===== src/rtl/dma_xfer_seq_if.sv =====
// Bus/handshake bundle between the DMA transfer sequencer and its surroundings
// (start request, arbiter, memory port, FIFO strobes and status).
interface dma_xfer_seq_if #(
  parameter int ADDR_W = 24,
  parameter int LEN_W  = 16
);
  logic              start;
  logic [ADDR_W-1:0] src_addr;
  logic [ADDR_W-1:0] dst_addr;
  logic [LEN_W-1:0]  xfer_len;
  logic [1:0]        xfer_size;
  logic              bus_grant;
  logic              bus_req;
  logic [2:0]        mem_cmd;
  logic [ADDR_W-1:0] mem_addr;
  logic              mem_ack;
  logic              fifo_wr;
  logic              fifo_rd;
  logic              fifo_full;
  logic              fifo_empty;
  logic              busy;
  logic              done_irq;
  logic              err;

  modport master (
    input  start, src_addr, dst_addr, xfer_len, xfer_size,
    input  bus_grant, mem_ack, fifo_full, fifo_empty,
    output bus_req, mem_cmd, mem_addr, fifo_wr, fifo_rd, busy, done_irq, err
  );

  modport slave (
    output start, src_addr, dst_addr, xfer_len, xfer_size,
    output bus_grant, mem_ack, fifo_full, fifo_empty,
    input  bus_req, mem_cmd, mem_addr, fifo_wr, fifo_rd, busy, done_irq, err
  );
endinterface


===== src/rtl/dma_xfer_seq.sv =====
// DMA transfer sequencer: burst reads into a FIFO, then burst writes out of it.
// Optional abort input enabled by defining DMA_SEQ_ABORT_EN.
module dma_xfer_seq #(
  parameter int ADDR_W = 24,
  parameter int LEN_W  = 16,
  parameter int BURST  = 4
) (
  input logic clk0,
  input logic reset,
`ifdef DMA_SEQ_ABORT_EN
  input logic abort,
`endif
  dma_xfer_seq_if.master bus
);
  localparam int CNT_W = $clog2(BURST + 1);

  typedef enum logic [2:0] {IDLE, REQ, RD, WR, DONE} state_t;

  state_t            state_reg;
  logic [ADDR_W-1:0] src_reg, dst_reg, mem_addr_reg;
  logic [LEN_W-1:0]  rem_reg;
  logic [1:0]        size_reg;
  logic [CNT_W-1:0]  burst_cnt_reg;
  logic              inflight_reg, popped_reg, pend_wr_reg;
  logic              bus_req_reg, fifo_rd_reg, busy_reg, done_irq_reg, err_reg;
  logic [2:0]        mem_cmd_reg;
`ifdef DMA_SEQ_ABORT_EN
  logic              abort_pend_reg;
  logic              abort_hit;
  assign abort_hit = abort_pend_reg | abort;
`endif

  logic [LEN_W-1:0]  step_len, start_step;
  logic [ADDR_W-1:0] step_addr;
  logic [CNT_W-1:0]  cnt_inc;
  logic              start_bad, rd_burst_end, phase_wr;

  assign step_len     = LEN_W'(1) << size_reg;
  assign step_addr    = ADDR_W'(1) << size_reg;
  assign start_step   = LEN_W'(1) << bus.xfer_size;
  assign start_bad    = (bus.xfer_len == '0) || (bus.xfer_size == 2'b11) ||
                        ((bus.xfer_len & (start_step - LEN_W'(1))) != '0);
  assign cnt_inc      = burst_cnt_reg + CNT_W'(1);
  // Reads stop once the burst is full or every remaining unit is already buffered.
  assign rd_burst_end = (cnt_inc == CNT_W'(BURST)) ||
                        ((LEN_W'(cnt_inc) << size_reg) == rem_reg);
  assign phase_wr     = (state_reg == WR) || ((state_reg == REQ) && pend_wr_reg);

  always_ff @(posedge clk0 or posedge reset) begin
    if (reset) begin
      state_reg     <= IDLE;
      src_reg       <= '0;
      dst_reg       <= '0;
      rem_reg       <= '0;
      size_reg      <= '0;
      burst_cnt_reg <= '0;
      inflight_reg  <= 1'b0;
      popped_reg    <= 1'b0;
      pend_wr_reg   <= 1'b0;
      bus_req_reg   <= 1'b0;
      mem_cmd_reg   <= 3'b000;
      mem_addr_reg  <= '0;
      fifo_rd_reg   <= 1'b0;
      busy_reg      <= 1'b0;
      done_irq_reg  <= 1'b0;
      err_reg       <= 1'b0;
`ifdef DMA_SEQ_ABORT_EN
      abort_pend_reg <= 1'b0;
`endif
    end else begin
      fifo_rd_reg  <= 1'b0;
      done_irq_reg <= 1'b0;
      err_reg      <= 1'b0;
`ifdef DMA_SEQ_ABORT_EN
      if (abort && (state_reg == REQ || state_reg == RD || state_reg == WR))
        abort_pend_reg <= 1'b1;
`endif
      case (state_reg)
        IDLE: begin
          if (bus.start) begin
            if (start_bad) begin
              err_reg <= 1'b1;
            end else begin
              src_reg       <= bus.src_addr;
              dst_reg       <= bus.dst_addr;
              rem_reg       <= bus.xfer_len;
              size_reg      <= bus.xfer_size;
              burst_cnt_reg <= '0;
              pend_wr_reg   <= 1'b0;
              bus_req_reg   <= 1'b1;
              busy_reg      <= 1'b1;
              state_reg     <= REQ;
            end
          end
        end
        DONE: begin
          busy_reg  <= 1'b0;
          state_reg <= IDLE;
`ifdef DMA_SEQ_ABORT_EN
          abort_pend_reg <= 1'b0;
`endif
        end
        default: begin
          if (inflight_reg) begin
            if (bus.mem_ack) begin
              inflight_reg <= 1'b0;
              mem_cmd_reg  <= 3'b000;
              if (state_reg == RD) begin
                src_reg       <= src_reg + step_addr;
                burst_cnt_reg <= cnt_inc;
                if (rd_burst_end) state_reg <= WR;
              end else begin
                dst_reg       <= dst_reg + step_addr;
                rem_reg       <= rem_reg - step_len;
                burst_cnt_reg <= burst_cnt_reg - CNT_W'(1);
                if (rem_reg == step_len) begin
                  bus_req_reg  <= 1'b0;
                  done_irq_reg <= 1'b1;
                  state_reg    <= DONE;
                end else if (burst_cnt_reg == CNT_W'(1)) begin
                  state_reg <= RD;
                end
              end
            end
          end else if (popped_reg) begin
            // The pop already committed this write; grant was checked before the pop.
            popped_reg   <= 1'b0;
            inflight_reg <= 1'b1;
            mem_cmd_reg  <= 3'b010;
            mem_addr_reg <= dst_reg;
`ifdef DMA_SEQ_ABORT_EN
          end else if (abort_hit) begin
            bus_req_reg  <= 1'b0;
            done_irq_reg <= 1'b1;
            err_reg      <= 1'b1;
            state_reg    <= DONE;
`endif
          end else if (!bus.bus_grant) begin
            pend_wr_reg <= phase_wr;
            state_reg   <= REQ;
          end else if (phase_wr) begin
            state_reg <= WR;
            if (!bus.fifo_empty) begin
              fifo_rd_reg <= 1'b1;
              popped_reg  <= 1'b1;
            end
          end else begin
            state_reg <= RD;
            if (!bus.fifo_full) begin
              inflight_reg <= 1'b1;
              mem_cmd_reg  <= 3'b001;
              mem_addr_reg <= src_reg;
            end
          end
        end
      endcase
    end
  end

  // The FIFO push has to coincide with the read acknowledge itself.
  assign bus.fifo_wr  = inflight_reg && (state_reg == RD) && bus.mem_ack;
  assign bus.bus_req  = bus_req_reg;
  assign bus.mem_cmd  = mem_cmd_reg;
  assign bus.mem_addr = mem_addr_reg;
  assign bus.fifo_rd  = fifo_rd_reg;
  assign bus.busy     = busy_reg;
  assign bus.done_irq = done_irq_reg;
  assign bus.err      = err_reg;
endmodule


===== src/flat_wrapper.sv =====
// flat-port wrapper written by rule: the top's interface ports become plain ports
module dma_xfer_seq_flat 
#(
  parameter int ADDR_W = 24,
  parameter int LEN_W  = 16,
  parameter int BURST  = 4
)
  (clk0, reset, bus_start, bus_src_addr, bus_dst_addr, bus_xfer_len, bus_xfer_size, bus_bus_grant, bus_mem_ack, bus_fifo_full, bus_fifo_empty, bus_bus_req, bus_mem_cmd, bus_mem_addr, bus_fifo_wr, bus_fifo_rd, bus_busy, bus_done_irq, bus_err);
  dma_xfer_seq_if #(.ADDR_W(ADDR_W), .LEN_W(LEN_W)) bus_i ();
  input logic clk0;
  input logic reset;
  input wire logic [$bits(bus_i.start)-1:0] bus_start;
  input wire logic [$bits(bus_i.src_addr)-1:0] bus_src_addr;
  input wire logic [$bits(bus_i.dst_addr)-1:0] bus_dst_addr;
  input wire logic [$bits(bus_i.xfer_len)-1:0] bus_xfer_len;
  input wire logic [$bits(bus_i.xfer_size)-1:0] bus_xfer_size;
  input wire logic [$bits(bus_i.bus_grant)-1:0] bus_bus_grant;
  input wire logic [$bits(bus_i.mem_ack)-1:0] bus_mem_ack;
  input wire logic [$bits(bus_i.fifo_full)-1:0] bus_fifo_full;
  input wire logic [$bits(bus_i.fifo_empty)-1:0] bus_fifo_empty;
  output wire logic [$bits(bus_i.bus_req)-1:0] bus_bus_req;
  output wire logic [$bits(bus_i.mem_cmd)-1:0] bus_mem_cmd;
  output wire logic [$bits(bus_i.mem_addr)-1:0] bus_mem_addr;
  output wire logic [$bits(bus_i.fifo_wr)-1:0] bus_fifo_wr;
  output wire logic [$bits(bus_i.fifo_rd)-1:0] bus_fifo_rd;
  output wire logic [$bits(bus_i.busy)-1:0] bus_busy;
  output wire logic [$bits(bus_i.done_irq)-1:0] bus_done_irq;
  output wire logic [$bits(bus_i.err)-1:0] bus_err;
  assign bus_i.start = bus_start;
  assign bus_i.src_addr = bus_src_addr;
  assign bus_i.dst_addr = bus_dst_addr;
  assign bus_i.xfer_len = bus_xfer_len;
  assign bus_i.xfer_size = bus_xfer_size;
  assign bus_i.bus_grant = bus_bus_grant;
  assign bus_i.mem_ack = bus_mem_ack;
  assign bus_i.fifo_full = bus_fifo_full;
  assign bus_i.fifo_empty = bus_fifo_empty;
  assign bus_bus_req = bus_i.bus_req;
  assign bus_mem_cmd = bus_i.mem_cmd;
  assign bus_mem_addr = bus_i.mem_addr;
  assign bus_fifo_wr = bus_i.fifo_wr;
  assign bus_fifo_rd = bus_i.fifo_rd;
  assign bus_busy = bus_i.busy;
  assign bus_done_irq = bus_i.done_irq;
  assign bus_err = bus_i.err;
  dma_xfer_seq #(.ADDR_W(ADDR_W), .LEN_W(LEN_W), .BURST(BURST)) u_core (.clk0(clk0), .reset(reset), .bus(bus_i));
endmodule

===== config.mk =====
export PLATFORM = sky130hd
export DESIGN_NAME = dma_xfer_seq_flat
export DESIGN_NICKNAME = d
export VERILOG_FILES = /design/src/rtl/dma_xfer_seq_if.sv /design/src/rtl/dma_xfer_seq.sv /design/src/flat_wrapper.sv
export SDC_FILE = /design/constraint.sdc
export NUM_CORES = 1
export LEC_CHECK = 0
export ABC_AREA = 1
export CORE_AREA = 2 2 127 129
export CTS_BUF_LIST = sky130_fd_sc_hd__clkbuf_8 sky130_fd_sc_hd__clkbuf_16
export CTS_CLUSTER_DIAMETER = 200
export DETAILED_ROUTE_END_ITERATION = 8
export DIE_AREA = 0 0 129 131
export GPL_TIMING_DRIVEN = 0
export PLACE_DENSITY = 0.78
export SLEW_MARGIN = 30
export SYNTH_ARGS = -nofsm -noshare
export SYNTH_HDL_FRONTEND = slang
export SYNTH_SLANG_ARGS = --single-unit

===== constraint.sdc =====
create_clock -name clk0 -period 4.7 [get_ports clk0]
set_input_delay 1.41 -clock clk0 [delete_from_list [all_inputs] [get_ports clk0]]
set_output_delay 1.41 -clock clk0 [all_outputs]
set_load 0.02 [all_outputs]

==> qor.csv <==
metric,value,unit
synth.area.mux_share,0,%
ioPinCount,106,
synthSimpleGateAreaFrac,44.65,%
whs_path_depth,2,
drt-wirelength-per-cell,15.07,µm
hold_violations,0,
clock_sinks,106,
cp-end-kind,output pin,
powerDensity,638.2,nW/µm²
ant_nets,0,
regToRegSetupSlack,1.37,ns
io_buffers,104,
timing.final.crit_share,91.38,%
max_freq,0.2328,GHz
setup_viol,0,
ys.flop_type,dfrtp_1,
async_flop_share,100.0,%
start_kind,input port,
grt_usage,29.16,%
gr-total-overflow,0,
period_minus_slack,4.295,ns
synth_edf_count,0,
skew,0.01144,ns
die_h,131,µm
worstReg2RegEnd,u_core.dst_reg[22],
reg2reg_depth,14,
worstHoldStart,u_core.bus.mem_addr[20],
die_w,129,µm
finalMaxSlewViolations,0,
synthTopCellsByCount,"nand2_1 (591), nor2_1 (126), dfrtp_1 (106), inv_1 (106), nand3_1 (81)",
dr.pass1.iters,7,
netlist_instances,1246,
dp_slack,0.4360,ns
max-vdd-ir-drop,0.4090,mV
post_cts_resized,0,
cts_tree,done,
outcome,finished clean,
synth_fa_ha_area_share,3.694,%
clock-root-buffer,clkbuf_16,
critPathKind,input port to output pin,
viasPerCell,5.240,
cp.required,3.29,ns
tightest_slew,0.8066,ns
nFillCells,1504,
post-cts-setup-buffers,0,
grt_pass1_wl,38120,µm
drt_wl_total,23810,µm
synth_fp_nets,1340,
synth-xor-area-share,1.701,%
critPathMaxFanout,5,
hold_ws,0.4827,ns
r2r-start,u_core.size_reg[0],
drv_cap,0,
first_iter_violations,830,
rsz0062_at_grt,no,
vias,8279,
cts-buffers-inserted,9,
netlist_area,7722,µm²
core,15600,µm²
synth_seq_area_share,34.35,%
cp.arrival,2.89,ns
grt_start_max_net_pins,65,
first_global_vias,7460,
syn2layout_area_growth,21.05,%
synth.area.top_cells,"dfrtp_1 (34%), nand2_1 (29%), nor2_1 (6.1%)",
hold_end,u_core.bus.mem_addr[20],
maxSlewHeadroom,46.22,%
cts_max_path_buffers,2,
synth_top_family_by_area,simple AND/OR/NAND/NOR gates,
syn_avg_cell_area,6.198,µm²
dieArea,16900,µm²
synth_top_cell_by_area,dfrtp_1,
synth_seq_cells,106,
gp_congestion,0.9513,
synth-compound-area-share,7.242,%
nets,1456,
synth_top_area_share,34.35,%
fin_ws,0.4049,ns
cellLeakagePower,4.769,nW
hp-class,flip-flop to flip-flop,
ys_warn_count,0,
drc,0,
layout-drive-gt1-share,4.106,%
synth_most_common_cell,nand2_1,
clkLatencyLatePin,0.37,ns
post-dp-hpwl,18080,µm
htreeDepth,3,
initial_core_util,49.51,%
clkTransAtPathRegs,0.07,ns
diodes,0,
cts_hold_buf,0,
antenna_found_initial,0,
yosysUniqueCellTypes,39,
rows,46,
==> worst max-delay path by stage <==
stage                start                 endpoint  slack [ns]  depth (start not counted)
6_report       bus_mem_ack              bus_fifo_wr        0.40                          4
3_3_place_gp         reset        u_core.src_reg[4]       -1.23                          2
3_5_place_dp   bus_mem_ack              bus_fifo_wr        0.44                          4
2_1_floorplan        reset  u_core.burst_cnt_reg[0]        0.50                          1
4_1_cts        bus_mem_ack              bus_fifo_wr        0.42                          4
5_1_grt        bus_mem_ack              bus_fifo_wr        0.38                          4
==> layout make-up <==
class,count,area (µm²),area share [%]
Multi-Input combinational cell,989,4428,47.37
Sequential cell,106,2653,28.38
Timing Repair Buffer,105,1069,11.43
Inverter,110,417.9,4.471
Tap cell,216,270.3,2.891
Clock buffer,10,239.0,2.557
Buffer,41,229.0,2.449
Clock inverter,3,42.54,0.4551
==> power breakdown <==
part / total, W / internal, W / switching (W) / leakage, nW
registers: 0.00167 / 0.00127 / 0.000404 / 1.37
logic: 0.00352 / 0.00123 / 0.00229 / 3.26
clock network: 0.000771 / 0.000419 / 0.000352 / 0.136
total: 0.00597 / 0.00292 / 0.00305 / 4.77
==> cells in the final DEF, fill, tap and decap left out, drive strengths merged, types with 3 or more instances in the layout <==
cell,count
a21oi,9
buf,22
clkbuf,30
clkdlybuf4s50,104
dfrtp,106
fa,3
ha,18
inv,110
nand2,594
nand3,81
nand3b,5
nand4,19
nor2,132
nor3,9
o21ai,80
o31ai,6
or2,6
xnor2,4
xor2,11
==> per-stage QoR <==
step | setup TNS [ns] | util [%] | total power, W | instances | instance area, µm²
floorplan | 0 | - | 0.004042 | 1246 | 7722
global placement | -129.31 | 57.92 | 0.005073 | 1566 | 9034
detailed placement | 0 | 58.13 | 0.005144 | 1567 | 9066
CTS | 0 | 59.93 | 0.005929 | 1580 | 9348
global route | 0 | 59.93 | 0.006500 | 1580 | 9348
finish | 0 | 59.93 | 0.005966 | 1580 | 9348
==> routing by layer <==
metal | vias up | track usage (%) | wire length [µm]
li1 | 4114 | - | -
met1 | 3787 | 40.65 | 10810
met2 | 321 | 45.88 | 10700
met3 | 57 | 4.357 | 1551
met4 | 0 | 11.76 | 752
met5 | - | 0 | 0
==> kinds of logic (layout without fill, tap and decap cells) <==
| group | Yosys count | count (layout) |
|---|---|---|
| AND/OR/NAND/NOR | 849 | 849 |
| buffers and inverters | 151 | 269 |
| flip-flops | 106 | 106 |
| AO/OA/AOI/OAI | 103 | 103 |
| adder cells (fa/ha/maj) | 21 | 21 |
| XOR/XNOR | 15 | 15 |
| other | 1 | 1 |
==> worst max-delay path, cell delays in order <==
cell and delay, ns:
clkdlybuf4s50_1 0.48, inv_1 0.11, nor3_1 0.24, clkdlybuf4s50_1 0.65
No activity file was read; power rests on OpenSTA's default activity.
